`src/rtl/div_clk_monitor_if.sv`:
```
// Bundles the divided-clock input, control inputs and measurement/status outputs of div_clk_monitor.
interface div_clk_monitor_if #(
  parameter int CNT_W = 8
);
  logic             div_clk_i;
  logic             enable;
  logic             fault_clr;
  logic             rise_o;
  logic             fall_o;
  logic [CNT_W-1:0] period_o;
  logic [CNT_W-1:0] high_o;
  logic             period_vld;
  logic             locked;
  logic             fault;

  modport master (
    output div_clk_i, enable, fault_clr,
    input  rise_o, fall_o, period_o, high_o, period_vld, locked, fault
  );

  modport slave (
    input  div_clk_i, enable, fault_clr,
    output rise_o, fall_o, period_o, high_o, period_vld, locked, fault
  );
endinterface

```
`src/rtl/div_clk_monitor.sv`:
```
// Samples a divided clock on clk_in, measures period/high time and tracks lock/fault status.
// Define DIV_MON_SYNC_EN to add a two-flop synchronizer when div_clk_i comes from another domain.
module div_clk_monitor #(
  parameter int EXP_RATIO = 10,
  parameter int CNT_W     = 8,
  parameter int LOCK_CNT  = 4
) (
  input  logic                clk_in,
  input  logic                rstn,
  div_clk_monitor_if.slave    mon
);

  localparam int               MATCH_W = $clog2(LOCK_CNT + 1);
  localparam logic [CNT_W-1:0] LP_MAX  = CNT_W'(2 * EXP_RATIO);
  localparam logic [CNT_W-1:0] LP_EXP  = CNT_W'(EXP_RATIO);
  localparam logic [CNT_W-1:0] LP_ONE  = CNT_W'(1);
  localparam logic [MATCH_W-1:0] LP_LOCK  = MATCH_W'(LOCK_CNT);
  localparam logic [MATCH_W-1:0] LP_MONE  = MATCH_W'(1);

  typedef enum logic [2:0] {
    ST_IDLE,
    ST_ACQ,
    ST_MEAS,
    ST_LOCKED,
    ST_FAULT
  } state_t;

  state_t             r_state;
  state_t             w_state_nxt;
  logic [MATCH_W-1:0] r_match;
  logic [MATCH_W-1:0] w_match_nxt;
  logic [CNT_W-1:0]   r_per_cnt;
  logic [CNT_W-1:0]   r_hi_cnt;
  logic [CNT_W-1:0]   r_period;
  logic [CNT_W-1:0]   r_high;
  logic               r_s_q;
  logic               r_s_qq;
  logic               r_stall_seen;
  logic               w_div_in;
  logic               w_rise;
  logic               w_fall;
  logic               w_measure;
  logic               w_good;
  logic               w_stall;
  logic               w_clr_cnt;

`ifdef DIV_MON_SYNC_EN
  logic r_sync1;
  logic r_sync2;

  always_ff @(posedge clk_in or negedge rstn) begin
    if (!rstn) begin
      r_sync1 <= 1'b0;
      r_sync2 <= 1'b0;
    end else begin
      r_sync1 <= mon.div_clk_i;
      r_sync2 <= r_sync1;
    end
  end

  assign w_div_in = r_sync2;
`else
  assign w_div_in = mon.div_clk_i;
`endif

  always_ff @(posedge clk_in or negedge rstn) begin
    if (!rstn) begin
      r_s_q  <= 1'b0;
      r_s_qq <= 1'b0;
    end else begin
      r_s_q  <= w_div_in;
      r_s_qq <= r_s_q;
    end
  end

  assign w_rise    = r_s_q & ~r_s_qq;
  assign w_fall    = ~r_s_q & r_s_qq;
  assign w_measure = w_rise && ((r_state == ST_MEAS) || (r_state == ST_LOCKED));
  assign w_good    = (r_per_cnt == LP_EXP) && ({r_hi_cnt, 1'b0} == {1'b0, r_per_cnt});
  // Stall fires once when the period counter saturates; cleared again by the next rise.
  assign w_stall   = !w_rise && (r_per_cnt == LP_MAX) && !r_stall_seen;
  assign w_clr_cnt = (r_state == ST_IDLE) || (w_state_nxt == ST_IDLE) ||
                     ((r_state == ST_FAULT) && (w_state_nxt == ST_ACQ));

  always_ff @(posedge clk_in or negedge rstn) begin
    if (!rstn) begin
      r_per_cnt    <= '0;
      r_hi_cnt     <= '0;
      r_stall_seen <= 1'b0;
    end else if (w_clr_cnt) begin
      r_per_cnt    <= '0;
      r_hi_cnt     <= '0;
      r_stall_seen <= 1'b0;
    end else if (w_rise) begin
      r_per_cnt    <= LP_ONE;
      r_hi_cnt     <= LP_ONE;
      r_stall_seen <= 1'b0;
    end else begin
      if (r_per_cnt != LP_MAX) r_per_cnt <= r_per_cnt + LP_ONE;
      if (r_s_q && (r_hi_cnt != LP_MAX)) r_hi_cnt <= r_hi_cnt + LP_ONE;
      if (w_stall) r_stall_seen <= 1'b1;
    end
  end

  always_ff @(posedge clk_in or negedge rstn) begin
    if (!rstn) begin
      r_period <= '0;
      r_high   <= '0;
    end else if (w_state_nxt == ST_IDLE) begin
      r_period <= '0;
      r_high   <= '0;
    end else if (w_measure) begin
      r_period <= r_per_cnt;
      r_high   <= r_hi_cnt;
    end
  end

  always_ff @(posedge clk_in or negedge rstn) begin
    if (!rstn) begin
      r_state <= ST_IDLE;
      r_match <= '0;
    end else begin
      r_state <= w_state_nxt;
      r_match <= w_match_nxt;
    end
  end

  // Lock needs LOCK_CNT consecutive good periods; the rise that ends ACQ is never measured.
  always_comb begin
    w_state_nxt = r_state;
    w_match_nxt = r_match;
    case (r_state)
      ST_IDLE: begin
        w_match_nxt = '0;
        if (mon.enable) w_state_nxt = ST_ACQ;
      end
      ST_ACQ: begin
        w_match_nxt = '0;
        if (w_rise) w_state_nxt = ST_MEAS;
      end
      ST_MEAS: begin
        if (w_rise) begin
          if (w_good) begin
            w_match_nxt = r_match + LP_MONE;
            if ((r_match + LP_MONE) == LP_LOCK) w_state_nxt = ST_LOCKED;
          end else begin
            w_match_nxt = '0;
          end
        end else if (w_stall) begin
          w_match_nxt = '0;
        end
      end
      ST_LOCKED: begin
        if ((w_rise && !w_good) || w_stall) w_state_nxt = ST_FAULT;
      end
      ST_FAULT: begin
        if (mon.fault_clr) begin
          w_state_nxt = ST_ACQ;
          w_match_nxt = '0;
        end
      end
      default: begin
        w_state_nxt = ST_IDLE;
        w_match_nxt = '0;
      end
    endcase
    if (!mon.enable) begin
      w_state_nxt = ST_IDLE;
      w_match_nxt = '0;
    end
  end

  assign mon.rise_o     = w_rise;
  assign mon.fall_o     = w_fall;
  assign mon.period_vld = w_measure;
  assign mon.period_o   = w_measure ? r_per_cnt : r_period;
  assign mon.high_o     = w_measure ? r_hi_cnt : r_high;
  assign mon.locked     = (r_state == ST_LOCKED);
  assign mon.fault      = (r_state == ST_FAULT);

endmodule
```
`src/flat_wrapper.sv`:
```
// flat-port wrapper written by rule: the top's interface ports become plain ports
module div_clk_monitor_flat 
#(
  parameter int EXP_RATIO = 10,
  parameter int CNT_W     = 8,
  parameter int LOCK_CNT  = 4
)
  (clk_in, rstn, mon_div_clk_i, mon_enable, mon_fault_clr, mon_rise_o, mon_fall_o, mon_period_o, mon_high_o, mon_period_vld, mon_locked, mon_fault);
  div_clk_monitor_if #(.CNT_W(CNT_W)) mon_i ();
  input  logic clk_in;
  input  logic rstn;
  input wire logic [$bits(mon_i.div_clk_i)-1:0] mon_div_clk_i;
  input wire logic [$bits(mon_i.enable)-1:0] mon_enable;
  input wire logic [$bits(mon_i.fault_clr)-1:0] mon_fault_clr;
  output wire logic [$bits(mon_i.rise_o)-1:0] mon_rise_o;
  output wire logic [$bits(mon_i.fall_o)-1:0] mon_fall_o;
  output wire logic [$bits(mon_i.period_o)-1:0] mon_period_o;
  output wire logic [$bits(mon_i.high_o)-1:0] mon_high_o;
  output wire logic [$bits(mon_i.period_vld)-1:0] mon_period_vld;
  output wire logic [$bits(mon_i.locked)-1:0] mon_locked;
  output wire logic [$bits(mon_i.fault)-1:0] mon_fault;
  assign mon_i.div_clk_i = mon_div_clk_i;
  assign mon_i.enable = mon_enable;
  assign mon_i.fault_clr = mon_fault_clr;
  assign mon_rise_o = mon_i.rise_o;
  assign mon_fall_o = mon_i.fall_o;
  assign mon_period_o = mon_i.period_o;
  assign mon_high_o = mon_i.high_o;
  assign mon_period_vld = mon_i.period_vld;
  assign mon_locked = mon_i.locked;
  assign mon_fault = mon_i.fault;
  div_clk_monitor #(.EXP_RATIO(EXP_RATIO), .CNT_W(CNT_W), .LOCK_CNT(LOCK_CNT)) u_core (.clk_in(clk_in), .rstn(rstn), .mon(mon_i));
endmodule
```
`config.mk`:
```
export PLATFORM = sky130hd
export DESIGN_NAME = div_clk_monitor_flat
export DESIGN_NICKNAME = d
export VERILOG_FILES = /design/src/rtl/div_clk_monitor_if.sv /design/src/rtl/div_clk_monitor.sv /design/src/flat_wrapper.sv
export SDC_FILE = /design/constraint.sdc
export NUM_CORES = 1
export LEC_CHECK = 0
export CAP_MARGIN = 10
export CORE_MARGIN = 1.5
export CORE_UTILIZATION = 45
export DETAILED_ROUTE_END_ITERATION = 6
export MAX_ROUTING_LAYER = met4
export PLACE_DENSITY_LB_ADDON = 0.25
export SYNTH_ARGS = -nofsm -noshare
export SYNTH_HDL_FRONTEND = slang
export SYNTH_SLANG_ARGS = --single-unit
```
`constraint.sdc`:
```
create_clock -name clk_in -period 4.56 [get_ports clk_in]
set_input_delay 0.456 -clock clk_in [delete_from_list [all_inputs] [get_ports clk_in]]
set_output_delay 0.456 -clock clk_in [all_outputs]
set_load 0.02 [all_outputs]
```
==> results by group, run 1 <==
Pwr
  – Clk pwr share: 41.2%
  – Switch Pwr: 158 uW
  – Gate power share: ~6.6%
  – Static leakage: 0.00111 uW
  – Cell area power density: approximately 280 nW/um^2
  – Maximum VDD drop: ~0.2 mV
  – Switch share: approximately 22%
  – Seq pwr share: between 50% and 60%
  – Pint: 563 uW

Synth
  – Ys Warns: 0
  – Ys async rst share: 100%
  – Avg Cell Area, Syn: ~10 um^2
  – Syn nets: about 230
  – Ys flop type: dfrtp_1
  – Mapped Area: approximately 2200 um^2
  – Synthesized instance count: about 210
  – Seq/Total Area, Yosys: a little under half
  – Yosys cell types: between 40 and 50
  – Top cell type's share of synthesized area: approximately 46%
  – Yosys reg bits: 41
  – EDFF count, synth: 0
  – Synth area leader: dfrtp_1
  – Synth top cells by count: dfrtp_1 (41), mux2_2 (18), nor2b_1 (18)
  – Count leader, synth: dfrtp_1
  – Cells taking the most area after synthesis: dfrtp_1 (46%), mux2_2 (9.1%), nor2b_1 (5.1%)

GRT
  – Antenna violations before repair: 0
  – Largest net degree at the start of global routing: 42
  – Vias in the first global route: about 1500
  – All-layer global routing usage: a little under a fifth
  – Global-route wire length before repair: between 7 and 8 mm
  – Total grt overflow: 0

CTS
  – Hold_buf cts: 0
  – Root buffer cell: clkbuf_8
  – Post-cts sizing count: 0
  – CTS buffer count: 5
  – Post-CTS Setup Repair Bufs: 0
  – Clock transition at path regs: 80 ps
  – Clk Latency, worst-skew pair: between 200 and 300 ps
  – TritonCTS clock tree: built
  – H-Tree Depth: 2
  – Clk sinks: between 40 and 50
  – Max Buffers Root-to-Sink: 2

Die
  – Core area: 4750 um^2
  – Ports: 26
  – Die Wd: between 70 and 80 um
  – Initial Utilization: between 40 and 50%
  – Die Y: 73.3 um
  – Die area: between 5000 and 6000 um^2
  – Num rows: 25

Placement
  – Number of placed instances, taps included: around 300
  – GP Congestion: between 0.8 and 0.9
  – Final HPWL DP: 2.96 mm
  – Pre-CTS setup slack: 1780 ps
  – I/O Buffers: 25

Detailed routing
  – Drt first pass iters: 4
  – Antenna Nets Post-Route: 0
  – WL/cell: ~14 um
  – Vias/cell: 5.18
  – Routed WL: around 4.2 mm
  – Routed vias: around 1600
  – 1st-iter DRT viols: just over 60
  – # DRC: 0

Timing
  – Setup TNS: 0 ps
  – Final setup viols: 0
  – Maximum clock frequency: ~330 MHz
  – Fin. max-slew vios: 0
  – Setup ws final: between 1500 and 2000 ps
  – Slew HR: between 40% and 50%
  – RSZ-0062 raised after global routing: no
  – Final Hold Vio Count: 0
  – Post-layout minimum cycle time: approximately 3000 ps
  – Clk_skew: 6.86 ps
  – Hold_ws: between 200 and 300 ps
  – Worst Max-Slew Pin Slew: about 890 ps
  – Fin crit share: between 60% and 70%

Finish
  – N_diodes: 0
  – Fin cells: between 300 and 400
  – Final Core Density: 54.7%
  – Share of cells above drive strength 1: between 10% and 20%
  – Nets: roughly 250
  – P&R area growth vs syn: 17.1%

Setup path
  – CP arrival: 2590 ps
  – Worst-path maximum fanout: 19
  – Worst r2r dst: u_core.r_high[6]
  – Worst reg2reg path startpoint: u_core.r_state[2]
  – Data required, critical path: ~4100 ps
  – Setup crit end kind: output pin
  – FF-to-FF path depth: 3
  – Critical path class: reg -> out
  – Setup crit start kind: flip-flop
  – FF-to-FF setup slack: 2530 ps

Run status
  – Status: finished clean

Flow run
  – Max cap viols: 0

Min path
  – Worst min-delay path class: in -> async
[critical path: stages (launching register included)]
cell	delay, ps
dfrtp_1	460
and4bb_1	870
mux2_2	430
clkdlybuf4s50_1	550
[cell type report]
type	count	area, um^2
Sequential cell	41	1030
Timing Repair Buffer	25	245
Clock inverter	1	30.0
Tap cell	67	83.8
Fill cell	450	2150
Clock buffer	7	86.3
Inverter	14	52.6
Multi-Input combinational cell	149	1080
[metrics by stage]
stage,power [uW],area (um^2)
finish,721,2600
global route,747,2600
CTS,730,2600
detailed placement,433,2490
global placement,432,2490
floorplan,413,2220
[kinds of logic (layout without fill, tap and decap cells)]
family | after synthesis | count (layout) | share of synthesized area (%)
AOI/OAI and AO/OA | 26 | 26 | 7.66
and+or+nand+nor | 84 | 84 | 22.2
xor gates and xnor gates | 12 | 12 | 4.73
buffers and inverters | 23 | 47 | 5.29
adders and majority gates | 7 | 7 | 3.94
DFF | 41 | 41 | 46.2
muxes | 20 | 20 | 10.0
[worst max-delay path by stage]
stage	slack, ps	start	cells past startpoint	endpoint
finish	1510	u_core.r_state[2]	3	mon_high_o[1]
global route	1350	u_core.r_state[2]	3	mon_high_o[1]
CTS	1460	u_core.r_state[2]	3	mon_high_o[1]
detailed placement	1780	u_core.r_state[2]	3	mon_high_o[1]
global placement	1790	u_core.r_state[2]	3	mon_high_o[6]
floorplan	2750	u_core.r_state[2]	4	mon_period_o[0]
[cell usage in the layout, fill, tap and decap left out, types with 2 or more instances in the layout]
master / instances
and2_1: 2
inv_1: 14
nand4_1: 3
nor3_1: 6
nor2b_1: 18
nand2_1: 10
and3_1: 2
nand3_1: 13
xnor2_1: 8
nand2b_1: 3
nor2_1: 13
xor2_1: 4
dfrtp_1: 41
a211oi_1: 2
o21ai_0: 7
clkbuf_8: 6
clkdlybuf4s50_1: 24
a21oi_1: 7
mux2i_1: 2
mux2_2: 18
ha_1: 7
[per-layer routing]
metal	routed length (um)	track usage [%]	vias to the layer above
met5	0	-	-
met4	25	3.77	0
met3	120	3.29	2
met2	1990	27.6	30
met1	2080	25.2	761
li1	-	-	782
[state kept, by name, indices dropped and copies added (netlist names)]
signal and cells:
u_core.r_hi_cnt 8, u_core.r_high 8, u_core.r_per_cnt 8, u_core.r_period 8, u_core.r_match 3, u_core.r_state 3
u_core.r_s_q 1, u_core.r_s_qq 1, u_core.r_stall_seen 1
[power by group through the flow]
stage	Combinational [uW]	Sequential, uW	Clock, uW
after floorplan	33.1	380	0
after global placement	48.0	384	0
after detailed placement	48.7	384	0
after CTS	48.9	377	304
after global routing	54.1	378	315
final	47.7	377	297
(Power assumes the default switching activity.)
==> inputs of run 2 (changes only) <==
clock period = 2.45 ns   (was 4.56 ns; I/O delays follow)
==> run 2 against run 1 <==
Net effect: first-iteration DRC count is 20% lower; global-route usage grew 0.57 points; worst setup slack worse by 1500 ps; sequential share of layout area fell by 0.56 points; die area unchanged; cell count rose by 1.6%; via count increased by 2.0%; sequential power rose by 85%; critical path type unchanged; largest cell class unchanged.
==> results by group, run 2 (same netlist as run 1, synthesis figures left out) <==
Run status
  – Status: finished clean

Timing
  – Final Hold Vio Count: 0
  – Fin. max-slew vios: 0
  – Setup TNS: 0 ps
  – Slew HR: ~40%
  – Clk_skew: slightly below 7 ps
  – Fin crit share: 98.0%
  – Final setup viols: 0
  – Maximum clock frequency: between 400 and 500 MHz
  – Post-layout minimum cycle time: between 2000 and 2500 ps
  – Worst Max-Slew Pin Slew: slightly above 900 ps
  – RSZ-0062 raised after global routing: no

GRT
  – Vias in the first global route: approximately 1600
  – Largest net degree at the start of global routing: between 40 and 50
  – Total grt overflow: 0
  – Antenna violations before repair: 0
  – All-layer global routing usage: approximately a fifth
  – Global-route wire length before repair: around 7.4 mm

CTS
  – TritonCTS clock tree: built
  – Clk Latency, worst-skew pair: a little under 300 ps
  – CTS buffer count: 5
  – Clock transition at path regs: about 80 ps
  – Root buffer cell: clkbuf_8
  – Clk sinks: 41
  – Hold_buf cts: 0
  – Max Buffers Root-to-Sink: 2
  – H-Tree Depth: 2

Setup path
  – Largest stage delay, worst path: ~540 ps
  – Critical Path, Cell by Cell: and4bb_2, buf_12, mux2_2, clkdlybuf4s50_1
  – Worst-path maximum fanout: 18
  – Slowest CP cell: clkdlybuf4s50_1
  – Setup crit start kind: flip-flop
  – CP arrival: around 2200 ps
  – Critical path class: reg -> out
  – Data required, critical path: roughly 2200 ps
  – Setup crit end kind: output pin

Finish
  – P&R area growth vs syn: 18.8%
  – Fin cells: roughly 310
  – Leading cell type in the layout, fill and taps excluded: dfrtp_1
  – Most frequent cells in the layout: dfrtp_1 (41), clkdlybuf4s50_1 (20), mux2_2 (18), nor2b_1 (18), inv_1 (14)
  – Nets: between 200 and 300
  – Fin area: between 2000 and 3000 um^2
  – N_diodes: 0
  – Share of cells above drive strength 1: between 10% and 20%

Die
  – Die Wd: approximately 73 um
  – Ports: 26
  – Initial Utilization: a little under half
  – Die area: ~5400 um^2
  – Die Y: approximately 73 um
  – Core area: around 4800 um^2
  – Num rows: 25

Detailed routing
  – Routed vias: 1606
  – Vias/cell: ~5.2
  – 1st-iter DRT viols: 49
  – # DRC: 0
  – Antenna Nets Post-Route: 0
  – WL/cell: approximately 14 um
  – Routed WL: ~4.3 mm
  – Drt first pass iters: 4

Pwr
  – Pint: between 900 and 1000 uW
  – Gate power share: 7.9%
  – Static leakage: 0.00120 uW
  – Seq pwr share: between 50 and 60%
  – Cell area power density: about 470 nW/um^2
  – Clk pwr share: a little over a third
  – Maximum VDD drop: 0.295 mV
  – Switch Pwr: about 300 uW
  – Switch share: between 20% and 30%

Placement
  – Number of placed instances, taps included: 302
  – Final HPWL DP: 2.91 mm
  – GP Congestion: 0.831
  – I/O Buffers: 25
  – Placed inst area: roughly 2500 um^2

Flow run
  – Max cap viols: 0

Min path
  – Worst min-delay path class: in -> async
## run 2: cell count changes in the layout (fill, tap and decap cells not counted)
cell,previous run,this run
bufinv_16,1,0
and4bb_1,1,0
buf_4,0,5
and4bb_2,0,1
buf_12,0,1
dlymetal6s2s_1,0,4
clkdlybuf4s50_1,24,20
## run 2: through the flow
step | hold slack, ps | power [uW] | setup slack (ps) | utilization [%]
floorplan | -50.6 | 768 | 821 | -
global placement | 432 | 811 | 367 | 53.5
detailed placement | 428 | 811 | 331 | 53.5
CTS | 111 | 1250 | 25.6 | 55.3
global route | 162 | 1300 | 1.65 | 55.5
finish | 78.5 | 1240 | 48.8 | 55.5
## run 2: path summary, 6_finish.rpt
check | slack (ps) | cells after the start | start | end
worst max-delay path | 50 | 4 | u_core.r_s_qq | mon_high_o[4]
worst min-delay path | 80 | 1 | rstn | u_core.r_period[3]
worst max register to register | 450 | 5 | u_core.r_state[1] | u_core.r_per_cnt[3]
worst min register to register | 520 | 1 | u_core.r_match[0] | u_core.r_match[0]
max in group asynchronous | 1800 | 1 | rstn | u_core.r_high[3]
min in group clk_in | 390 | 1 | mon_div_clk_i | u_core.r_s_q
## run 2: area by class of cell
cell class / instances / area [um^2]
Inverter: 14 / 52.6
Clock buffer: 7 / 86.3
Multi-Input combinational cell: 149 / 1080
Sequential cell: 41 / 1030
Fill cell: 437 / 2110
Tap cell: 67 / 83.8
Timing Repair Buffer: 31 / 313
## run 2: per-layer routing
layer  up-vias  wire length [um]  track usage, %
met4         0               106            7.76
met2        31              1910            27.4
li1        795                 -               -
met3        10               175            4.53
met5         -                 0               -
met1       770              2100            24.6
## run 2: power by group through the flow
stage	logic (uW)	clock network [uW]	registers [uW]
2_1_floorplan	61.6	0	707
3_3_place_gp	99.2	0	712
3_5_place_dp	99.7	0	712
4_1_cts	100	455	698
5_1_grt	112	483	701
6_report	98.9	447	698
## run 2: repair_timing
item | CTS | global route
gates resized for setup | 1 | 4
hold endpoints to repair | 0 | 0
endpoints found under the setup margin | 1 | 4
pin swaps | 0 | 0
setup buffers | 0 | 0
## run 2: worst max-delay path, delay by kind of cell (launching register included)
family | cells | cell delay (ps)
multiplexers | 1 | 360
flip-flops | 1 | 400
AND/OR/NAND/NOR | 1 | 380
buffers and inverters | 2 | 720
